<file path="src/rtl/vga_text_pkg.sv">
// rtl/vga_text_pkg.sv - shared field offsets, colour-index bits and helpers for the text renderer
package vga_text_pkg;

  localparam int CHAR_LSB = 0;
  localparam int ATTR_LSB = 8;

  // colour index layout is {I,B,G,R}
  localparam int CI_R = 0;
  localparam int CI_G = 1;
  localparam int CI_B = 2;
  localparam int CI_I = 3;

  localparam int PIPE_LAT = 3;

  function automatic int clog2(input int v);
    int r;
    r = 0;
    while ((1 << r) < v) r++;
    return r;
  endfunction

endpackage

</file>
<file path="src/rtl/vga_color_map.sv">
// rtl/vga_color_map.sv - combinational {I,B,G,R} colour index to per-channel levels
module vga_color_map
  import vga_text_pkg::*;
#(
  parameter int COLOR_W = 4
) (
  input  logic [3:0]         idx,
  output logic [COLOR_W-1:0] r,
  output logic [COLOR_W-1:0] g,
  output logic [COLOR_W-1:0] b
);

  logic [COLOR_W-1:0] level;

  always_comb begin
    level = idx[CI_I] ? {COLOR_W{1'b1}} : {1'b0, {(COLOR_W-1){1'b1}}};
    r     = idx[CI_R] ? level : '0;
    g     = idx[CI_G] ? level : '0;
    b     = idx[CI_B] ? level : '0;
  end

endmodule

</file>
<file path="src/rtl/vga_text_renderer.sv">
// rtl/vga_text_renderer.sv - 3-stage text-mode pixel pipeline: text RAM, font ROM, colour, cursor, sync delay
module vga_text_renderer
  import vga_text_pkg::*;
#(
  parameter int   H_ACTIVE     = 640,
  parameter int   V_ACTIVE     = 480,
  parameter int   GLYPH_W      = 8,
  parameter int   GLYPH_H      = 8,
  parameter int   COLOR_W      = 4,
  parameter int   BLINK_FRAMES = 32,
  parameter logic SYNC_IDLE    = 1'b1,
  localparam int  COLS         = H_ACTIVE / GLYPH_W,
  localparam int  ROWS         = V_ACTIVE / GLYPH_H,
  localparam int  TA_W         = clog2(COLS * ROWS),
  localparam int  FA_W         = 8 + clog2(GLYPH_H)
) (
  input  logic               clk,
  input  logic               rst,
  input  logic [9:0]         x,
  input  logic [9:0]         y,
  input  logic               valid,
  input  logic               newframe,
  input  logic               hsync_in,
  input  logic               vsync_in,
  output logic [TA_W-1:0]    text_addr,
  input  logic [15:0]        text_data,
  output logic [FA_W-1:0]    font_addr,
  input  logic [GLYPH_W-1:0] font_data,
  input  logic               cursor_en,
  input  logic [7:0]         cursor_col,
  input  logic [7:0]         cursor_row,
  output logic [COLOR_W-1:0] R,
  output logic [COLOR_W-1:0] G,
  output logic [COLOR_W-1:0] B,
  output logic               hsync,
  output logic               vsync
);

  localparam int GW_SH = clog2(GLYPH_W);
  localparam int GH_SH = clog2(GLYPH_H);
  localparam int BC_W  = (BLINK_FRAMES > 1) ? clog2(BLINK_FRAMES) : 1;

  logic [9-GW_SH:0]   col;
  logic [9-GH_SH:0]   row;
  logic               hit_c;
  logic [GW_SH-1:0]   px0, px1, px_rev;
  logic [GH_SH-1:0]   gr0;
  logic               hit0, hit1, v0, v1;
  logic [7:0]         attr1;
  logic               pix_bit, swap;
  logic [3:0]         cidx;
  logic [COLOR_W-1:0] r_c, g_c, b_c;
  logic [PIPE_LAT-1:0] hs_d, vs_d;
  logic [BC_W-1:0]    blink_cnt;
  logic               blink_phase;

  // row*COLS as a sum of shifted copies, one per set bit of the constant
  function automatic logic [TA_W-1:0] row_base(input logic [9-GH_SH:0] r);
    logic [TA_W-1:0] acc;
    acc = '0;
    for (int i = 0; i < 31; i++)
      if (COLS[i]) acc = acc + (TA_W'(r) << i);
    return acc;
  endfunction

  assign col   = x[9:GW_SH];
  assign row   = y[9:GH_SH];
  assign hit_c = cursor_en
              && (int'(cursor_col) < COLS) && (int'(cursor_row) < ROWS)
              && (int'(cursor_col) == int'(col)) && (int'(cursor_row) == int'(row));

  always_ff @(posedge clk) begin
    if (!rst) begin
      text_addr <= '0;
      px0       <= '0;
      gr0       <= '0;
      hit0      <= 1'b0;
      v0        <= 1'b0;
      font_addr <= '0;
      attr1     <= '0;
      px1       <= '0;
      hit1      <= 1'b0;
      v1        <= 1'b0;
    end else begin
      text_addr <= row_base(row) + TA_W'(col);
      px0       <= x[GW_SH-1:0];
      gr0       <= y[GH_SH-1:0];
      hit0      <= hit_c;
      v0        <= valid;
      font_addr <= {text_data[CHAR_LSB +: 8], gr0};
      attr1     <= text_data[ATTR_LSB +: 8];
      px1       <= px0;
      hit1      <= hit0;
      v1        <= v0;
    end
  end

  // GLYPH_W is a power of two, so GLYPH_W-1-px is just the inverted column
  assign px_rev  = ~px1;
  assign pix_bit = font_data[px_rev];
  assign swap    = hit1 && blink_phase;
  assign cidx    = (pix_bit ^ swap) ? attr1[3:0] : attr1[7:4];

  vga_color_map #(.COLOR_W(COLOR_W)) u_color_map (
    .idx (cidx),
    .r   (r_c),
    .g   (g_c),
    .b   (b_c)
  );

  always_ff @(posedge clk) begin
    if (!rst) begin
      R <= '0;
      G <= '0;
      B <= '0;
    end else begin
      R <= v1 ? r_c : '0;
      G <= v1 ? g_c : '0;
      B <= v1 ? b_c : '0;
    end
  end

  always_ff @(posedge clk) begin
    if (!rst) begin
      hs_d <= {PIPE_LAT{SYNC_IDLE}};
      vs_d <= {PIPE_LAT{SYNC_IDLE}};
    end else begin
      hs_d <= {hs_d[PIPE_LAT-2:0], hsync_in};
      vs_d <= {vs_d[PIPE_LAT-2:0], vsync_in};
    end
  end

  assign hsync = hs_d[PIPE_LAT-1];
  assign vsync = vs_d[PIPE_LAT-1];

  always_ff @(posedge clk) begin
    if (!rst) begin
      blink_cnt   <= '0;
      blink_phase <= 1'b0;
    end else if (newframe) begin
      if (blink_cnt == BC_W'(BLINK_FRAMES - 1)) begin
        blink_cnt   <= '0;
        blink_phase <= ~blink_phase;
      end else begin
        blink_cnt <= blink_cnt + BC_W'(1);
      end
    end
  end

endmodule

</file>
<file path="config.mk">
export PLATFORM = sky130hd
export DESIGN_NAME = vga_text_renderer
export DESIGN_NICKNAME = d
export VERILOG_FILES = /design/src/rtl/vga_text_pkg.sv /design/src/rtl/vga_color_map.sv /design/src/rtl/vga_text_renderer.sv
export SDC_FILE = /design/constraint.sdc
export NUM_CORES = 1
export LEC_CHECK = 0
export ABC_AREA = 1
export CAP_MARGIN = 30
export CORE_MARGIN = 4
export CORE_UTILIZATION = 60
export DETAILED_ROUTE_END_ITERATION = 16
export DONT_BUFFER_PORTS = 1
export PLACE_DENSITY_LB_ADDON = 0.15
export SYNTH_ARGS = -nofsm -noshare
export SYNTH_HDL_FRONTEND = slang
export SYNTH_HIERARCHICAL = 1
export SYNTH_SLANG_ARGS = --single-unit
</file>
<file path="constraint.sdc">
create_clock -name clk -period 5.9 [get_ports clk]
set_clock_uncertainty 0.15 [all_clocks]
set_input_delay 1.18 -clock clk [delete_from_list [all_inputs] [get_ports clk]]
set_output_delay 1.18 -clock clk [all_outputs]
set_load 0.02 [all_outputs]
</file>
==> results.txt, run 1 <==
----------------------------------------------------
[Timing]
  Hold Slack ... around 0.26 ns
  Tcrit/Tclk final ... 0.4394
  Count of final max-slew check failures ... 0
  Setup repair after global routing missed its margin ... no
  Sum of negative setup slack ... 0 ns
  Final setup violation count ... 0
  Final number of hold-violating endpoints ... 0
  Max-Slew Margin vs Limit ... 0.7673
  Maximum achievable frequency ... a little under 400 MHz
  Slew at the pin with the worst max-slew slack ... about 0.35 ns
  Shortest period the worst path allows ... between 2 and 3 ns

[Job]
  Reported max-cap violation count ... 0

[Global routing]
  Pin count of the biggest net entering global routing ... 49
  Global-route total usage across every layer ... 0.1942
  Wire length of the first global-routing pass ... 9404 um
  Aggregate global routing overflow ... 0
  Initial antenna violation count ... 0
  Vias in the first global route ... approximately 2200

[Synth]
  Count of warnings emitted by yosys ... 6
  Number of synthesized flops with an enable pin ... 0
  Fraction of registers with async set or reset after synthesis ... 0
  Flip-flop and latch count after synthesis ... a little under 70
  Top flip-flop cell by instance count after synthesis ... sky130_fd_sc_hd__dfxtp_1
  Post-Synthesis Cells ... approximately 400
  Portion of the post-synthesis area used by sequential elements ... 0.4643
  Synth area leader ... sky130_fd_sc_hd__dfxtp_1
  Portion of synthesized cell area occupied by the leading cell type ... 0.4643
  Area of the mapped netlist ... 2975 um^2
  Number of distinct library cell variants in the gate-level netlist after synthesis ... 30
  Top area cells in the synthesized netlist ... sky130_fd_sc_hd__dfxtp_1 46%, sky130_fd_sc_hd__nand2_1 12%, sky130_fd_sc_hd__inv_1 11%
  Avg Cell Area, Syn ... about 7.4 um^2
  Net Count, Synth ... 480

[Worst setup path]
  Reg-to-Reg Start ... px1[0]
  Cell-by-cell trace of the critical path ... ha_1 -> inv_1 -> fa_1 -> inv_1 -> nand2_1 -> nor2_1 -> nand3_2 -> nor2_2 -> nand3_1 -> nand2_1 -> nor2_1
  Number of cells on the worst reg-to-reg path ... 12
  Startpoint type of the worst setup path ... primary input
  Terminus of the critical flop-to-flop path ... B[3]
  Critical path type ... primary input to register
  Destination of the critical timing path ... text_addr[12]
  Setup slack of the worst register-to-register path ... approximately 4.2 ns
  Kind of cell adding the most delay to the critical path ... simple AND/OR/NAND/NOR gates
  Largest driver fanout on the critical path ... 4
  Required arrival time at the worst endpoint ... between 5 and 6 ns
  Max incr delay on CP ... roughly 0.40 ns
  Total stage count of the critical path ... 11
  Type of element capturing the critical path ... register
  Timing startpoint of the critical path ... y[3]
  Buffer and inverter count on the worst path ... 2
  Critical Path AT ... ~2.7 ns
  Standard cell with the maximum stage delay on the critical path ... sky130_fd_sc_hd__fa_1

[Floorplanning]
  Number of standard-cell rows in the floorplan ... 25
  Ports placed on the boundary ... approximately 110
  Die X-Extent ... between 70 and 80 um
  Total die area ... between 6000 and 7000 um^2
  CORE AREA ... between 4000 and 5000 um^2
  Starting utilization of the core area ... 0.6258
  Height of the die ... between 70 and 80 um

[Place]
  Cell area after placement ... between 2000 and 3000 um^2
  Global placer's final weighted congestion ... around 0.84
  Buffers added on ports ... 0
  DPL Wire Length ... roughly 4400 um

[Power]
  Static Leakage ... approximately 0.0017 uW
  Total Power Consumption ... between 900 and 1000 uW
  Power per cell area ... about 310 nW/um^2
  Maximum VDD drop ... roughly 0.00019 V

[Clocking]
  TritonCTS sink count ... 69
  Clock latency at the later pin of the worst-skew pair ... roughly 0.33 ns
  Cts repair resizes ... 0
  TritonCTS clock tree ... yes
  Maximum buffer depth of the clock tree ... 2
  Clock transition at the registers of the reported paths ... roughly 0.070 ns
  Root cell of the clock tree ... sky130_fd_sc_hd__clkbuf_8
  Number of buffers inserted during clock tree synthesis ... 9
  Htree depth ... 3
  Post-CTS Setup Repair Bufs ... 0
  Hold buffers post-CTS ... 0

[Worst hold path]
  Hold/Removal Path Class ... register to register

[Final layout]
  Number of fill cells in the layout ... between 400 and 500
  Fraction of layout cells with a size suffix above 1 ... 0.08955
  Synth-to-layout area growth ... 6.266%
  Antenna diode count ... 0
  Final-stage net count ... roughly 480
  Final non-filler cell area ... ~3200 um^2

[Drt]
  # DRC ... 0
  Starting DRC count in detailed routing ... 46
  Final routed wire length divided by cell count ... 11.82 um
  Number of vias per cell ... 4.738
  Via count ... ~2200
  Number of routed nets with antenna violations ... 0
  Overall routed net length ... between 5000 and 6000 um
  Router iterations before antenna repair ... 4

[Run status]
  Outcome ... complete, no violations

----------------------------------------------------
## synth_stat cells (4+ instances only)
master                    number
sky130_fd_sc_hd__buf_4        10
sky130_fd_sc_hd__nand2_1      95
sky130_fd_sc_hd__nor2_1       38
sky130_fd_sc_hd__inv_1        87
sky130_fd_sc_hd__nand2_2       4
sky130_fd_sc_hd__o21ai_0      11
sky130_fd_sc_hd__ha_1         10
sky130_fd_sc_hd__nand3_1      19
sky130_fd_sc_hd__a21oi_1       9
sky130_fd_sc_hd__or2_2         7
sky130_fd_sc_hd__dfxtp_1      69
sky130_fd_sc_hd__nor3_1        7
## layout make-up
type                            instances  area, um^2  share of cell area
Sequential cell                        69        1381              0.4369
Multi-Input combinational cell        227        1160              0.3668
Inverter                               90       337.8              0.1068
Clock buffer                            9       123.9             0.03918
Tap cell                               67       83.83             0.02651
Clock inverter                          7       75.07             0.02374
## how the worst min path moves through the flow
stage,start,to,slack [ns],cells after the start
after floorplan,gr0[0],font_addr[0],0.24,2
final,vs_d[0],vs_d[1],0.26,1
after detailed placement,v0,v1,0.25,2
after CTS,px0[2],px1[2],0.26,2
after global routing,hs_d[0],hs_d[1],0.28,1
after global placement,px0[0],px1[0],0.24,2
## report_power, final
part	internal (uW)	total, uW	switching (uW)
Combinational	37.9	95.4	57.5
Clock	196	372	176
Sequential	489	516	27.1
## flip-flops by register name, indices dropped and copies added (netlist names), 4 cells and up
signal,flops
B,4
attr1,8
font_addr,11
R,4
text_addr,13
blink_cnt,5
G,4
## cell usage in the layout, fill, tap and decap left out, types with 3 or more instances in the layout
cell	n
sky130_fd_sc_hd__nand2_1	95
sky130_fd_sc_hd__inv_1	87
sky130_fd_sc_hd__dfxtp_1	69
sky130_fd_sc_hd__nor2_1	38
sky130_fd_sc_hd__nand3_1	19
sky130_fd_sc_hd__o21ai_0	11
sky130_fd_sc_hd__ha_1	10
sky130_fd_sc_hd__a21oi_1	9
sky130_fd_sc_hd__clkbuf_8	9
sky130_fd_sc_hd__nor3_1	7
sky130_fd_sc_hd__or2_2	7
sky130_fd_sc_hd__nand2_2	4
sky130_fd_sc_hd__inv_2	3
sky130_fd_sc_hd__o21ai_1	3
sky130_fd_sc_hd__nand4_1	3
sky130_fd_sc_hd__a211oi_1	3
sky130_fd_sc_hd__o22ai_1	3
sky130_fd_sc_hd__clkinvlp_4	3
## through the flow
| step | cells | utilization | setup WS (ns) |
|---|---|---|---|
| after floorplan | 401 | - | 3.118 |
| after global placement | 453 | 0.6232 | 3.049 |
| after detailed placement | 453 | 0.6232 | 2.975 |
| after CTS | 469 | 0.6650 | 3.331 |
| after global routing | 469 | 0.6650 | 3.156 |
| final | 469 | 0.6650 | 3.307 |
## kinds of logic after synthesis
family / synth area share
buf+inv: 0.1459
xor+xnor: 0.008833
compound gates: 0.06013
flops: 0.4643
simple gates: 0.2653
fa+ha+maj: 0.05551
## per-layer routing
metal  track usage  wire length, um  up-vias
li1              -                -     1191
met1        0.2108             2257      958
met2        0.3382             2776       67
met3       0.08486              462        6
met4       0.06469               48        0
met5             0                0        -
No activity file was read; power rests on OpenSTA's default activity.
==> run 2: changes to the inputs <==
--- a/config.mk
+++ b/config.mk
@@ -5,7 +5,7 @@
 export SDC_FILE = /design/constraint.sdc
 export NUM_CORES = 1
 export LEC_CHECK = 0
-export ABC_AREA = 1
+export ABC_AREA = 0
 export CAP_MARGIN = 30
 export CORE_MARGIN = 4
 export CORE_UTILIZATION = 60
==> constraint.sdc (replaced) <==
create_clock -name clk -period 2.4 [get_ports clk]
set_clock_uncertainty 0.15 [all_clocks]
set_input_delay 0.48 -clock clk [delete_from_list [all_inputs] [get_ports clk]]
set_output_delay 0.48 -clock clk [all_outputs]
set_load 0.02 [all_outputs]
==> results.txt, run 2 <==
----------------------------------------------------
[Synth]
  Portion of synthesized cell area occupied by the leading cell type ... 0.4955 (was 0.4643)
  Post-Synthesis Cells ... 262 (was 401)
  Net Count, Synth ... 341 (was 480)
  Cell types with the highest counts after synthesis ... 69 x sky130_fd_sc_hd__dfxtp_1, 48 x sky130_fd_sc_hd__and2_1, 16 x sky130_fd_sc_hd__and3_1 (was 95 x sky130_fd_sc_hd__nand2_1, 87 x sky130_fd_sc_hd__inv_1, 69 x sky130_fd_sc_hd__dfxtp_1)
  Fraction of registers with async set or reset after synthesis ... 0 (unchanged)
  Area of the mapped netlist ... 2788 um^2 (was 2975 um^2)
  Synthesized-area fraction occupied by ao, oa, aoi and oai cells ... 0.04803 (was 0.06013)
  Avg Cell Area, Syn ... 10.64 um^2 (was 7.420 um^2)
  Multiplexer share of the synthesized area ... 0.05296 (was 0)
  Synthesized-area fraction occupied by xor and xnor cells ... 0.06912 (was 0.008831)
  Simple-gate share of the synthesized area ... 0.2334 (was 0.2653)
  Count of warnings emitted by yosys ... 6 (unchanged)
  Main combinational cell family by area after synthesis ... simple AND/OR/NAND/NOR gates (unchanged)
  Number of distinct library cell variants in the gate-level netlist after synthesis ... 40 (was 30)
  Synth area leader ... sky130_fd_sc_hd__dfxtp_1 (unchanged)
  Top flip-flop cell by instance count after synthesis ... sky130_fd_sc_hd__dfxtp_1 (unchanged)
  Flip-flop and latch count after synthesis ... 69 (unchanged)
  Library cell with the highest instance count after synthesis ... sky130_fd_sc_hd__dfxtp_1 (was sky130_fd_sc_hd__nand2_1)
  Top area cells in the synthesized netlist ... sky130_fd_sc_hd__dfxtp_1 50%, sky130_fd_sc_hd__and2_1 11%, sky130_fd_sc_hd__ha_1 4.5% (was sky130_fd_sc_hd__dfxtp_1 46%, sky130_fd_sc_hd__nand2_1 12%, sky130_fd_sc_hd__inv_1 11%)
  Adder-cell share of the synthesized area ... 0.05925 (was 0.05551)
  Number of synthesized flops with an enable pin ... 0 (unchanged)
  Portion of the post-synthesis area used by sequential elements ... 0.4955 (was 0.4643)

[Floorplanning]
  CORE AREA ... 4414 um^2 (was 4755 um^2)
  Starting utilization of the core area ... 0.6315 (was 0.6258)
  Die X-Extent ... 76.16 um (was 78.42 um)
  Ports placed on the boundary ... 105 (unchanged)
  Number of standard-cell rows in the floorplan ... 24 (was 25)
  Total die area ... 5800 um^2 (was 6150 um^2)
  Height of the die ... 76.16 um (was 78.42 um)

[Worst setup path]
  Critical Path AT ... 2.39 ns (was 2.66 ns)
  Standard cell with the maximum stage delay on the critical path ... sky130_fd_sc_hd__mux4_2 (was sky130_fd_sc_hd__fa_1)
  Buffer and inverter count on the worst path ... 1 (was 2)
  Critical path type ... register to register (was primary input to register)
  Required arrival time at the worst endpoint ... 2.49 ns (was 5.97 ns)
  Setup slack of the worst register-to-register path ... 0.09 ns (was 4.24 ns)
  Startpoint type of the worst setup path ... register (was primary input)
  Cell-by-cell trace of the critical path ... mux4_2 -> mux2i_2 -> xor2_1 -> buf_4 -> mux2_2 -> and2_1 -> and3_1 (was ha_1 -> inv_1 -> fa_1 -> inv_1 -> nand2_1 -> nor2_1 -> nand3_2 -> nor2_2 -> nand3_1 -> nand2_1 -> nor2_1)
  Kind of cell adding the most delay to the critical path ... multiplexers (was simple AND/OR/NAND/NOR gates)
  Type of element capturing the critical path ... register (unchanged)
  Max incr delay on CP ... 0.50 ns (was 0.40 ns)
  Largest driver fanout on the critical path ... 4 (unchanged)

[Place]
  Placed Cells ... 300 (was 453)
  Global placer's final weighted congestion ... 0.8483 (was 0.8374)
  Buffers added on ports ... 0 (unchanged)
  DPL Wire Length ... 3782 um (was 4413 um)

[Global routing]
  Global-route total usage across every layer ... 0.1806 (was 0.1942)
  Met3 GRT Util ... 0.07565 (was 0.08486)
  Grt met1 use ... 0.2076 (was 0.2108)
  Wire length of the first global-routing pass ... 8355 um (was 9404 um)
  Pin count of the biggest net entering global routing ... 71 (was 49)
  Initial antenna violation count ... 1 (was 0)
  GR Layer Usage met2 ... 0.2800 (was 0.3382)
  Vias in the first global route ... 1758 (was 2230)
  Busiest layer in global routing ... met2 (unchanged)
  Aggregate global routing overflow ... 0 (unchanged)

[Drt]
  Number of vias per cell ... 5.494 (was 4.738)
  Number of routed nets with antenna violations ... 0 (unchanged)
  Router iterations before antenna repair ... 4 (unchanged)
  Starting DRC count in detailed routing ... 52 (was 46)
  Final routed wire length divided by cell count ... 16.36 um (was 11.82 um)
  # DRC ... 0 (unchanged)
  Via count ... 1736 (was 2222)
  Overall routed net length ... 5171 um (was 5543 um)

[Timing]
  Count of final max-slew check failures ... 0 (unchanged)
  Final setup violation count ... 0 (unchanged)
  Maximum achievable frequency ... about 430 MHz
  Slew at the pin with the worst max-slew slack ... 0.4195 ns (was 0.3482 ns)
  Shortest period the worst path allows ... 2.309 ns
  Tcrit/Tclk final ... 0.9622
  Max-Slew Margin vs Limit ... 0.7197 (was 0.7673)
  Setup repair after global routing missed its margin ... yes (was no)
  Final number of hold-violating endpoints ... 0 (unchanged)

[Final layout]
  Fraction of layout cells with a size suffix above 1 ... 0.1250 (was 0.08955)
  Biggest regs ... text_addr (13), font_addr (11), attr1 (8) (unchanged)
  Register with the most flip-flops ... text_addr (unchanged)
  Number of fill cells in the layout ... 347 (was 431)
  Antenna diode count ... 0 (unchanged)
  Commonest non-fill, non-tap cell in the layout ... sky130_fd_sc_hd__dfxtp_1 (was sky130_fd_sc_hd__nand2_1)
  Highest-count cells in the layout ignoring fill and taps ... 68 x sky130_fd_sc_hd__dfxtp_1, 47 x sky130_fd_sc_hd__and2_1, 16 x sky130_fd_sc_hd__and3_1 (was 95 x sky130_fd_sc_hd__nand2_1, 87 x sky130_fd_sc_hd__inv_1, 69 x sky130_fd_sc_hd__dfxtp_1)
  Layout Cells excl Fill ... 316 (was 469)
  Synth-to-layout area growth ... 8.124% (was 6.266%)
  Largest register FFs ... 13 (unchanged)
  Final-stage net count ... 338 (was 476)

[Power]
  Switching part of the total ... 0.2419 (was 0.2647)
  Switching power ... 614.1 uW (was 260.4 uW)
  Static Leakage ... 0.001268 uW (was 0.001726 uW)
  Logic gate share of total power ... 0.093 (was 0.097)
  Share of total power in sequential cells ... 0.502 (was 0.525)
  Pint ... 1925 uW (was 723.3 uW)
  Maximum VDD drop ... 0.0004065 V (was 0.0001851 V)
  Portion of total power attributed to the clock network ... 0.405 (was 0.378)
  Power per cell area ... 842.5 nW/um^2 (was 311.1 nW/um^2)
  Total Power Consumption ... 2539 uW (was 983.8 uW)

[Clocking]
  Clock latency at the later pin of the worst-skew pair ... 0.34 ns (was 0.33 ns)
  Clock transition at the registers of the reported paths ... 0.08 ns (was 0.07 ns)
  Root cell of the clock tree ... sky130_fd_sc_hd__clkbuf_8 (unchanged)
  Hold buffers post-CTS ... 0 (unchanged)
  TritonCTS sink count ... 69 (unchanged)
  TritonCTS clock tree ... yes (unchanged)
  Number of buffers inserted during clock tree synthesis ... 9 (unchanged)
  Htree depth ... 3 (unchanged)
  Post-CTS Setup Repair Bufs ... 0 (unchanged)
  Maximum buffer depth of the clock tree ... 2 (unchanged)

[Worst hold path]
  Hold/Removal Path Class ... primary input to register (was register to register)

[Job]
  Reported max-cap violation count ... 0 (unchanged)

[Run status]
  Outcome ... complete, no violations (unchanged)

----------------------------------------------------
==> run 2: area by class of cell <==
| class | instances | area, um^2 | share of cell area |
|---|---|---|---|
| inverter | 4 | 15.01 | 0.004981 |
| timing repair buffer | 4 | 30.03 | 0.009963 |
| clock buffer | 9 | 123.9 | 0.04110 |
| tap | 52 | 65.06 | 0.02159 |
| multi-input combinational | 171 | 1300 | 0.4313 |
| clock inverter | 7 | 97.59 | 0.03238 |
| sequential | 69 | 1383 | 0.4587 |
==> run 2: layer usage <==
| layer | wire length, um | vias to the layer above |
|---|---|---|
| met4 | 123 | 2 |
| met5 | 8 | - |
| li1 | - | 862 |
| met2 | 2418 | 67 |
| met1 | 2189 | 790 |
| met3 | 432 | 15 |
==> run 2: worst reg2reg max path, stage by stage (launching register included) <==
cell                      delay [ns]
sky130_fd_sc_hd__dfxtp_2        0.36
sky130_fd_sc_hd__mux4_2         0.50
sky130_fd_sc_hd__mux2i_2        0.19
sky130_fd_sc_hd__xor2_1         0.17
sky130_fd_sc_hd__buf_4          0.17
sky130_fd_sc_hd__mux2_2         0.36
sky130_fd_sc_hd__and2_1         0.14
sky130_fd_sc_hd__and3_1         0.16
==> run 2: logic make-up after synthesis <==
| family | Yosys count |
|---|---|
| AND/OR/NAND/NOR | 106 |
| AO/OA/AOI/OAI | 20 |
| XOR/XNOR | 22 |
| buffers and inverters | 22 |
| flip-flops | 69 |
| multiplexers | 11 |
| adder cells (fa/ha/maj) | 12 |
==> run 2: final timing paths <==
kind                            startpoint       to  depth (start not counted)
worst min-delay path                   rst  hs_d[1]                          1
worst min register to register     vs_d[1]  vs_d[2]                          1
worst max register to register      px1[0]     R[3]                          7
worst max-delay path                px1[0]     R[3]                          7
==> run 2: through the flow <==
step / util / TNS, ns / setup WS (ns) / hold slack (ns) / cell area (um^2)
4_1_cts: 0.6806 / 0 / 0.01137 / 0.05348 / 3004
3_5_place_dp: 0.6301 / -0.09406 / -0.03376 / 0.2462 / 2781
3_3_place_gp: 0.6301 / -0.007335 / -0.004987 / 0.2390 / 2781
6_report: 0.6828 / 0 / 0.09076 / 0.08240 / 3014
2_1_floorplan: - / 0 / 0.01795 / 0.2363 / 2788
5_1_grt: 0.6828 / 0 / 0.0005238 / 0.05360 / 3014
==> run 2: power groups by stage <==
stage               registers [uW]  clock network (uW)  logic (uW)
CTS                           1270                1060         232
global route                  1280                1110         266
finish                        1270                1030         236
detailed placement            1300                   0         228
floorplan                     1290                   0         213
global placement              1300                   0         223
==> run 2: repair_timing <==
| item | in CTS | in global routing |
|---|---|---|
| pin swaps | 1 | 1 |
| resized for setup | 1 | 7 |
| endpoints found under the setup margin | 1 | 3 |
==> run 3: changes to the inputs <==
--- a/config.mk
+++ b/config.mk
@@ -11,8 +11,8 @@
 export CORE_UTILIZATION = 60
 export DETAILED_ROUTE_END_ITERATION = 16
 export DONT_BUFFER_PORTS = 1
+export MAX_ROUTING_LAYER = met4
 export PLACE_DENSITY_LB_ADDON = 0.15
 export SYNTH_ARGS = -nofsm -noshare
 export SYNTH_HDL_FRONTEND = slang
-export SYNTH_HIERARCHICAL = 1
 export SYNTH_SLANG_ARGS = --single-unit
==> results.txt, run 3 <==
----------------------------------------------------
[Synth]
  Number of synthesized flops with an enable pin ... 0 (unchanged)
  Number of distinct library cell variants in the gate-level netlist after synthesis ... 38 (was 40)
  Avg Cell Area, Syn ... 10.26 um^2 (was 10.64 um^2)
  Synth area leader ... sky130_fd_sc_hd__dfxtp_1 (unchanged)
  Top area cells in the synthesized netlist ... sky130_fd_sc_hd__dfxtp_1 49%, sky130_fd_sc_hd__and2_1 9.2%, sky130_fd_sc_hd__ha_1 4.9% (was sky130_fd_sc_hd__dfxtp_1 50%, sky130_fd_sc_hd__and2_1 11%, sky130_fd_sc_hd__ha_1 4.5%)
  Portion of the post-synthesis area used by sequential elements ... 0.4898 (was 0.4955)
  Library cell with the highest instance count after synthesis ... sky130_fd_sc_hd__dfxtp_1 (unchanged)
  Area of the mapped netlist ... 2575 um^2 (was 2788 um^2)
  Cell types with the highest counts after synthesis ... 63 x sky130_fd_sc_hd__dfxtp_1, 38 x sky130_fd_sc_hd__and2_1, 23 x sky130_fd_sc_hd__nor2_1 (was 69 x sky130_fd_sc_hd__dfxtp_1, 48 x sky130_fd_sc_hd__and2_1, 16 x sky130_fd_sc_hd__and3_1)
  Net Count, Synth ... 330 (was 341)
  Post-Synthesis Cells ... 251 (was 262)
  Portion of synthesized cell area occupied by the leading cell type ... 0.4898 (was 0.4955)
  Fraction of registers with async set or reset after synthesis ... 0 (unchanged)
  Flip-flop and latch count after synthesis ... 63 (was 69)
  Top flip-flop cell by instance count after synthesis ... sky130_fd_sc_hd__dfxtp_1 (unchanged)
  Count of warnings emitted by yosys ... 0 (was 6)

[Worst setup path]
  Type of element capturing the critical path ... register (unchanged)
  Required arrival time at the worst endpoint ... 2.45 ns (was 2.49 ns)
  Reg-to-Reg Start ... px1[0] (unchanged)
  Largest driver fanout on the critical path ... 3 (was 4)
  Standard cell with the maximum stage delay on the critical path ... sky130_fd_sc_hd__fa_1 (was sky130_fd_sc_hd__mux4_2)
  Critical path type ... primary input to register (was register to register)
  Setup slack of the worst register-to-register path ... 0.37 ns (was 0.09 ns)
  Terminus of the critical flop-to-flop path ... B[3] (was R[3])
  Startpoint type of the worst setup path ... primary input (was register)
  Critical Path AT ... 2.15 ns (was 2.39 ns)
  Number of cells on the worst reg-to-reg path ... 5 (was 7)
  Max incr delay on CP ... 0.43 ns (was 0.50 ns)
  Cell-by-cell trace of the critical path ... ha_1 -> fa_1 -> a211oi_1 -> o22ai_1 -> nor4_1 -> and3_1 -> nor3_1 (was mux4_2 -> mux2i_2 -> xor2_1 -> buf_4 -> mux2_2 -> and2_1 -> and3_1)

[Drt]
  Number of routed nets with antenna violations ... 0 (unchanged)
  Starting DRC count in detailed routing ... 45 (was 52)
  # DRC ... 0 (unchanged)
  Overall routed net length ... 4540 um (was 5171 um)
  Number of vias per cell ... 5.399 (was 5.494)
  Via count ... 1663 (was 1736)
  Final routed wire length divided by cell count ... 14.74 um (was 16.36 um)
  Router iterations before antenna repair ... 4 (unchanged)

[Clocking]
  Clock transition at the registers of the reported paths ... 0.07 ns (was 0.08 ns)
  Hold buffers post-CTS ... 0 (unchanged)
  Maximum buffer depth of the clock tree ... 2 (unchanged)
  TritonCTS clock tree ... yes (unchanged)
  Htree depth ... 3 (unchanged)
  Clock latency at the later pin of the worst-skew pair ... 0.33 ns (was 0.34 ns)
  Root cell of the clock tree ... sky130_fd_sc_hd__clkbuf_8 (unchanged)
  Cts repair resizes ... 0 (was 1)
  TritonCTS sink count ... 63 (was 69)
  Post-CTS Setup Repair Bufs ... 0 (unchanged)
  Number of buffers inserted during clock tree synthesis ... 9 (unchanged)

[Global routing]
  Pin count of the biggest net entering global routing ... 47 (was 71)
  Vias in the first global route ... 1579 (was 1758)
  Aggregate global routing overflow ... 0 (unchanged)
  Wire length of the first global-routing pass ... 7203 um (was 8355 um)
  Initial antenna violation count ... 0 (was 1)
  Global-route total usage across every layer ... 0.1867 (was 0.1806)

[Place]
  Cell area after placement ... 2600 um^2 (was 2781 um^2)
  Buffers added on ports ... 0 (unchanged)
  DPL Wire Length ... 3500 um (was 3782 um)
  Global placer's final weighted congestion ... 0.8129 (was 0.8483)

[Power]
  Pint ... 1614 uW (was 1925 uW)
  Maximum VDD drop ... 0.0005706 V (was 0.0004065 V)
  Portion of total power attributed to the clock network ... 0.364 (was 0.405)
  Share of total power in sequential cells ... 0.540 (was 0.502)
  Logic gate share of total power ... 0.097 (was 0.093)
  Static Leakage ... 0.001170 uW (was 0.001268 uW)
  Switching power ... 557.3 uW (was 614.1 uW)
  Power per cell area ... 782.4 nW/um^2 (was 842.5 nW/um^2)
  Switching part of the total ... 0.2567 (was 0.2419)

[Run status]
  Outcome ... complete, no violations (unchanged)

[Floorplanning]
  Total die area ... 5404 um^2 (was 5800 um^2)
  Ports placed on the boundary ... 105 (unchanged)
  Starting utilization of the core area ... 0.6301 (was 0.6315)
  CORE AREA ... 4086 um^2 (was 4414 um^2)
  Height of the die ... 73.51 um (was 76.16 um)
  Number of standard-cell rows in the floorplan ... 23 (was 24)
  Die X-Extent ... 73.51 um (was 76.16 um)

[Final layout]
  Highest-count cells in the layout ignoring fill and taps ... 63 x sky130_fd_sc_hd__dfxtp_1, 38 x sky130_fd_sc_hd__and2_1, 23 x sky130_fd_sc_hd__nor2_1 (was 68 x sky130_fd_sc_hd__dfxtp_1, 47 x sky130_fd_sc_hd__and2_1, 16 x sky130_fd_sc_hd__and3_1)
  Synth-to-layout area growth ... 7.774% (was 8.124%)
  Largest register FFs ... 13 (unchanged)
  Antenna diode count ... 0 (unchanged)
  Commonest non-fill, non-tap cell in the layout ... sky130_fd_sc_hd__dfxtp_1 (unchanged)
  Register with the most flip-flops ... text_addr (unchanged)
  Final-stage net count ... 332 (was 338)
  Final non-filler cell area ... 2775 um^2 (was 3014 um^2)
  Fraction of layout cells with a size suffix above 1 ... 0.09302 (was 0.1250)
  Number of fill cells in the layout ... 319 (was 347)
  Biggest regs ... text_addr (13), font_addr (11), attr1 (8) (unchanged)

[Timing]
  Tcrit/Tclk final ... 0.8755 (was 0.9622)
  Final number of hold-violating endpoints ... 0 (unchanged)
  Slew at the pin with the worst max-slew slack ... 0.5825 ns (was 0.4195 ns)
  Shortest period the worst path allows ... 2.101 ns (was 2.309 ns)
  Max-Slew Margin vs Limit ... 0.6093 (was 0.7197)
  Count of final max-slew check failures ... 0 (unchanged)
  Maximum achievable frequency ... 475.9 MHz (was 433.0 MHz)
  Hold Slack ... 0.07327 ns (was 0.08240 ns)
  Final setup violation count ... 0 (unchanged)
  Setup repair after global routing missed its margin ... no (was yes)

[Worst hold path]
  Hold/Removal Path Class ... primary input to register (unchanged)
  Hold path startpoint ... rst (unchanged)
  Sink of the worst hold path ... hs_d[2] (was hs_d[1])
  Hold Path Stages ... 1 (unchanged)

[Job]
  Reported max-cap violation count ... 0 (unchanged)

----------------------------------------------------
[run 3: cell count changes after synthesis, moves of 5 or more]
cell and change:
sky130_fd_sc_hd__and3_1 -7, sky130_fd_sc_hd__nor2_1 +21, sky130_fd_sc_hd__xor2_1 +6, sky130_fd_sc_hd__xnor2_1 -8, sky130_fd_sc_hd__dfxtp_1 -6, sky130_fd_sc_hd__and2_1 -10
sky130_fd_sc_hd__a22o_1 +5
[run 3: cell families after synthesis]
logic type      after synthesis  share of synthesized area
compound gates               28                    0.07920
xor+xnor                     20                    0.06803
fa+ha+maj                    12                    0.06414
buf+inv                      19                    0.03644
flops                        63                     0.4898
mux                           6                    0.03596
simple gates                103                     0.2264
[run 3: worst max-delay path: cells and delay by family]
family,cells,cell delay [ns]
adders and majority gates,2,0.64
and+or+nand+nor,3,0.57
AOI/OAI and AO/OA,2,0.47
[run 3: final cells by class]
class / instances / area (um^2) / share of cell area
clock buffer: 11 / 141.4 / 0.05095
sequential: 63 / 1261 / 0.4545
multi-input combinational: 169 / 1220 / 0.4396
timing repair buffer: 5 / 37.54 / 0.01353
inverter: 5 / 18.77 / 0.006763
tap: 50 / 62.56 / 0.02254
clock inverter: 5 / 33.78 / 0.01217
[run 3: worst max path at each step]
stage / endpoint / from / depth (start not counted) / slack [ns]
floorplan: text_addr[11] / y[3] / 7 / 0.12
global placement: text_addr[12] / y[3] / 7 / 0.001
global route: text_addr[12] / y[3] / 7 / 0.06
finish: text_addr[12] / y[3] / 7 / 0.30
detailed placement: text_addr[12] / y[3] / 7 / -0.04
CTS: text_addr[12] / y[3] / 7 / 0.30
[run 3: per-layer routing]
layer	track usage	vias to the layer above	routed length, um
met5	-	-	0
met4	0.08451	0	73
met3	0.08892	8	602
met2	0.2579	86	1933
met1	0.2293	720	1930
li1	-	849	-
[run 3: power groups by stage]
stage	clock network (uW)	logic (uW)	registers, uW
5_1_grt	882	237	1180
6_report	789	210	1170
3_3_place_gp	0	209	1200
4_1_cts	816	211	1170
2_1_floorplan	0	178	1190
3_5_place_dp	0	210	1200
[run 3: metrics by stage]
step / total power (uW) / utilization / cells / setup slack (ns) / TNS (ns)
final: 2171 / 0.6791 / 308 / 0.2988 / 0
after global routing: 2297 / 0.6791 / 308 / 0.06179 / 0
after CTS: 2201 / 0.6791 / 308 / 0.3046 / 0
after detailed placement: 1407 / 0.6363 / 292 / -0.04468 / -0.04562
after global placement: 1406 / 0.6363 / 292 / 0.001409 / 0
after floorplan: 1366 / - / 251 / 0.1221 / 0
